### src/rtl/instr_fetch.sv
// rtl/instr_fetch.sv - instruction fetch sequencer (IDLE/REQ/LOAD/EXEC/HALTED)
//
// Ports:
//   clk          system clock, rising edge
//   rst          asynchronous active-low reset
//   start        begin fetching from pc (honoured in IDLE only)
//   mem_rdata    instruction word from program memory
//   mem_ready    mem_rdata valid for the current request
//   mem_req      memory read request (REQ state only)
//   mem_addr     memory read address (tracks pc)
//   exec_done    control unit finished the current instruction
//   branch_en    load branch_addr into pc (qualified by exec_done)
//   branch_addr  branch target
//   halt         stop after current instruction (qualified by exec_done)
//   ir_data      instruction word for the instruction register
//   ir_w         instruction-register write strobe, high only in LOAD
//   pc           program counter
//   busy         high outside IDLE and HALTED
//   fetch_err    sticky memory-timeout flag

module instr_fetch #(
    parameter int TIMEOUT = 15
) (
    input  logic        clk,
    input  logic        rst,
    input  logic        start,
    input  logic [15:0] mem_rdata,
    input  logic        mem_ready,
    output logic        mem_req,
    output logic [9:0]  mem_addr,
    input  logic        exec_done,
    input  logic        branch_en,
    input  logic [9:0]  branch_addr,
    input  logic        halt,
    output logic [15:0] ir_data,
    output logic        ir_w,
    output logic [9:0]  pc,
    output logic        busy,
    output logic        fetch_err
);

    localparam int CW = (TIMEOUT < 2) ? 1 : $clog2(TIMEOUT + 1);

    localparam logic [2:0] S_IDLE   = 3'd0;
    localparam logic [2:0] S_REQ    = 3'd1;
    localparam logic [2:0] S_LOAD   = 3'd2;
    localparam logic [2:0] S_EXEC   = 3'd3;
    localparam logic [2:0] S_HALTED = 3'd4;

    logic [2:0]    r_state;
    logic [2:0]    w_next_state;
    logic [9:0]    r_pc;
    logic [15:0]   r_ir_data;
    logic          r_ir_w;
    logic          r_fetch_err;
    logic [CW-1:0] r_wait_cnt;
    logic [CW-1:0] w_cnt_inc;
    logic          w_timeout;

    assign w_cnt_inc = r_wait_cnt + 1'b1;
    assign w_timeout = (w_cnt_inc == CW'(TIMEOUT));

    always_comb begin
        w_next_state = r_state;
        case (r_state)
            S_IDLE:   if (start) w_next_state = S_REQ;
            S_REQ: begin
                if (mem_ready)      w_next_state = S_LOAD;
                else if (w_timeout) w_next_state = S_HALTED;
            end
            S_LOAD:   w_next_state = S_EXEC;
            S_EXEC: begin
                if (exec_done) w_next_state = halt ? S_HALTED : S_REQ;
            end
            S_HALTED: w_next_state = S_HALTED;
            default:  w_next_state = S_IDLE;
        endcase
    end

    always_ff @(posedge clk or negedge rst) begin
        if (!rst) begin
            r_state     <= S_IDLE;
            r_pc        <= 10'd0;
            r_ir_data   <= 16'd0;
            r_ir_w      <= 1'b0;
            r_fetch_err <= 1'b0;
            r_wait_cnt  <= '0;
        end else begin
            r_state <= w_next_state;
            // Strobe is a flop set from the next state so it is glitch-free
            // and coincides exactly with the LOAD cycle.
            r_ir_w  <= (w_next_state == S_LOAD);
            case (r_state)
                S_REQ: begin
                    if (mem_ready) begin
                        r_ir_data  <= mem_rdata;
                        r_wait_cnt <= '0;
                    end else begin
                        r_wait_cnt <= w_cnt_inc;
                        if (w_timeout) r_fetch_err <= 1'b1;
                    end
                end
                S_LOAD: r_pc <= r_pc + 10'd1;
                S_EXEC: begin
                    // halt wins over branch; pc stays put when halting
                    if (exec_done && !halt && branch_en) r_pc <= branch_addr;
                end
                default: ;
            endcase
        end
    end

    assign mem_req   = (r_state == S_REQ);
    assign mem_addr  = r_pc;
    assign ir_data   = r_ir_data;
    assign ir_w      = r_ir_w;
    assign pc        = r_pc;
    assign busy      = (r_state != S_IDLE) && (r_state != S_HALTED);
    assign fetch_err = r_fetch_err;

endmodule

### config.mk
export PLATFORM = sky130hd
export DESIGN_NAME = instr_fetch
export DESIGN_NICKNAME = d
export VERILOG_FILES = /design/src/rtl/instr_fetch.sv
export SDC_FILE = /design/constraint.sdc
export NUM_CORES = 1
export LEC_CHECK = 0
export CORE_MARGIN = 3
export CORE_UTILIZATION = 43
export DETAILED_ROUTE_END_ITERATION = 16
export GPL_TIMING_DRIVEN = 0
export PLACE_DENSITY = 0.8
export REMOVE_ABC_BUFFERS = 1
export SLEW_MARGIN = 30
export SYNTH_ARGS = -nofsm -noshare
export SYNTH_HDL_FRONTEND = slang
export SYNTH_SLANG_ARGS = --single-unit
### constraint.sdc
create_clock -name clk -period 2.57 [get_ports clk]
set_clock_uncertainty 0.05 [all_clocks]
set_input_delay 0.514 -clock clk [delete_from_list [all_inputs] [get_ports clk]]
set_output_delay 0.514 -clock clk [all_outputs]
set_load 0.1 [all_outputs]
Yosys cells after proc, flatten, opt, wreduce, memory -nomap -nowiden. Cells that the tools add are included.

Register bits after elaboration: 35. Input port bits: 33. Output and inout port bits: 40. Logic and storage cells: 36.

Add/sub/neg operators: 2. Equality and inequality tests: 8. Muxes and demuxes: 9. Bitwise operators: 1. Reductions and logical operators: 10.

Operators by type and width (count): $pmux 10 s2 (1); $mux 3 (5); $pmux 3 s5 (1); $add 10x1->10 const B (1); $mux 10 (1); $eq 3x2->1 const B (3); $add 4x1->4 const B (1); $eq 4x4->1 const B (1); $mux 4 (1); $reduce_and 2->1 (2); $eq 3x1->1 const B (1); $eq 3x3->1 const B (1); $logic_and 1x1->1 (3); $logic_not 3->1 (1); $ne 3x3->1 const B (1); $reduce_and 3->1 (1); $reduce_bool 3->1 (1); $ne 2x2->1 const B (1); $reduce_bool 2->1 (1); $logic_not 1->1 (1); $not 1->1 (1).

Depth between registers and ports, before layout.
Word-level depth: 6. Mapped depth: 8. Depth with buffers taken out: 5.

Worst setup path after synthesis. No wires, ideal clock.

Kind: register -> register. From: reg r_state[1]. To: reg r_ir_data[10], in the netlist ir_data[10]. Setup time: 0.126 ns. Arrival: 1.946 ns. Required time: 2.394 ns. Slack: 0.447 ns. Stages on the path, launching flop included: 9. Cell sequence: dfrtp_1 buf_6 or3b_1 buf_6 inv_4 and2_4 buf_12 buf_12 mux2_4.

Cells in the longest elaborated chain, start to end: 2.

Ends and longest elaborated chain: start: declaration (line 50) `logic [2:0] r_state;`; start signal: assignment (line 89) `r_state <= w_next_state;`; $eq 3x1->1; via mem_req (line 29) `output logic mem_req,`; $reduce_and 2->1 (no line); end signal: assignment (line 96) `r_ir_data <= mem_rdata;`; end: declaration (line 53) `logic [15:0] r_ir_data;`.

The timed path passes the listed nets, and every way through them passes these cells. A chain may end at the register's enable or synchronous reset.

Worst setup path in the final report.
From: reg r_pc[4], in the netlist mem_addr[4]. To: out mem_addr[4].

RTL lines: start: declaration (line 52) `logic [9:0] r_pc;`; start signal: assignment (line 103) `S_LOAD: r_pc <= r_pc + 10'd1;`; start signal: assignment (line 106) `if (exec_done && !halt && branch_en) r_pc <= branch_addr;`; end: declaration (line 30) `output logic [9:0] mem_addr,`.

No word-level cell between the ends.

==> results.ini <==
[run_status]
status = finished clean

[job]
maxCapViolCount = 0

[drt]
drc_errors = 0
routed-wl-met2_mm = 1.75
wl_met3_um = 383
drt-wirelength-per-cell_um = 13.5
antenna_left = 0
vias_per_cell = 5.15
dr.first_iter.drc_count = 109
vias = 1448
maxUsedRoutingLayer = met4
wirelength_mm = 3.80
m1WireLength_mm = 1.65
dr.pass1.iters = 4

[setup_path]
r2r_setup_slack_ns = 0.48
slowest_delay_ns = 1.18
arrival_ns = 1.95
worst_path_dominant_cell_family = buffers and inverters
cp_cell_sequence = clkdlybuf4s50_1
end_kind = output pin
reg2reg_from = r_state[0]
critPathSlowestCell = clkdlybuf4s50_1
crit_path_max_fanout = 9
cp_data_required_time_ns = 2.01
cp.buffers_inverters = 1
critical_path.startpoint = mem_addr[4]
criticalPathCategory = reg2out
cp-start-kind = register

[floorplan]
die_area_mm2 = 0.00505
die-width_um = 71.1
die_h_um = 71.1
core_region_area_mm2 = 0.00403
initial_core_util_pct = 45.2
rows = 23
ios = 73

[logic_synthesis]
ys_ff_latch = 35
ys_warn_count = 0
synth_cell_types = 38
synth_edf_count = 0
synthCells = 168
synth-async-reset-ratio_pct = 100
avgSynthCellArea_um2 = 10.8
synth_area_mm2 = 0.00182
synthFlopType = dfrtp_1
synth_seq_area_share_pct = 48.1

[cts]
htreeDepth = 2
clk-insertion-delay-late_ns = 0.28
clkSinkCount = 35
ctsLongestPathBuffers = 2
numCtsBuffers = 5
cts_tree = built
root_buffer = clkbuf_8
path_clk_slew_ns = 0.07
holdBufCountCts = 0

[timing]
max_slew_margin_pct = 34.0
hold_ws_ns = 0.0447
period_minus_slack_ns = 2.52
tightest_slew_ns = 0.987
rsz0062_at_grt = no
setup_viol = 0
fin_crit_sh_pct = 98.0
final-hold-violation-count = 0
finalMaxSlewViolations = 0
clock.fmax_mhz = 397

[finish]
final_cell_mix = clkdlybuf4s50_1, dfrtp_1, a21oi_1
utilization_pct = 63.9
fin_nets = 267
diodes = 0
final_common_cell = clkdlybuf4s50_1
syn2layout_area_growth_pct = 41.4
drive_above_1_share_pct = 13.9
layout.cells.non_filler = 281
finalInstanceArea_mm2 = 0.00257

[placement]
port_buffers = 72
place_area_mm2 = 0.00247
place_inst = 274
gp_congestion = 0.741
dp_hpwl_mm = 2.88

[global_route]
grt_util_all_layers_pct = 15.3
grt_max_degree = 26
grt_pass1_wl_mm = 6.07
antenna_found_initial = 0
grt_pass1_vias = 1339
overflow = 0

[worst_hold_path]
hold_path_class = in2async

==> registers in the layout (all words and copies together), names as in the netlist <==
signal and cells:
ir_data 16, mem_addr 10, r_wait_cnt 4, r_state 3, fetch_err 1, ir_w 1
==> Yosys cell counts (all sizes together), types with 3 or more instances <==
cell	count	area [µm²]
mux2	17	225
o22ai	6	37.5
clkbuf	3	11.3
dfrtp	35	876
nand3	8	40.0
a21oi	19	95.1
o21ai	7	35.0
buf	14	138
ha	3	37.5
inv	4	17.5
nor2	8	30.0
nand2	15	56.3
==> metrics by stage <==
step | worst slack, ns | TNS, ns
floorplan | -0.0965 | -0.215
global placement | -0.323 | -0.745
detailed placement | -0.337 | -0.337
CTS | 0.0489 | 0
global route | 0.00362 | 0
finish | 0.0526 | 0
==> worst reg2reg max path: cells and delay by family (launching register included) <==
family | cells | cell delay (ns)
simple gates | 2 | 0.85
flops | 1 | 0.59
mux | 1 | 0.37
buf+inv | 1 | 0.10
==> layer usage <==
metal	global-route usage [%]	vias to the layer above
met5	0	-
met4	4.38	0
met1	18.8	683
met3	7.39	2
li1	-	714
met2	23.9	49
==> what timing repair did <==
| action | in CTS | in global routing |
|---|---|---|
| setup endpoints to repair | 2 | 2 |
| gates resized for setup | 6 | 2 |
| pin swaps | 0 | 0 |
| cloned | 0 | 0 |
| setup buffers | 0 | 0 |
==> final cells by class <==
class	count	area [µm²]
Clock inverter	1	30.0
Timing Repair Buffer	73	734
Multi-Input combinational cell	111	778
Clock buffer	6	72.6
Tap cell	50	62.6
Fill cell	342	1450
Sequential cell	35	876
Inverter	5	21.3
==> worst paths after layout <==
kind	end	depth (start not counted)
worst max register to register	ir_data[1]	4
worst min-delay path	mem_addr[0]	1
worst max-delay path	mem_addr[4]	1
min in group clk	fetch_err	1
max in group asynchronous	r_wait_cnt[2]	2
worst min register to register	fetch_err	1
==> logic make-up (layout without fill, tap and decap cells) <==
group	after synthesis	count (layout)	share of synthesized area [%]
adder cells (fa/ha/maj)	3	3	2.06
buffers and inverters	22	85	9.35
multiplexers	18	18	12.9
flip-flops	35	35	48.1
XOR/XNOR	1	1	0.481
AND/OR/NAND/NOR	46	46	13.1
AO/OA/AOI/OAI	43	43	14.0
Power is left out: the tool's default activity adds up to more than one toggle a clock period on the data nets, which glitch-free logic cannot reach.
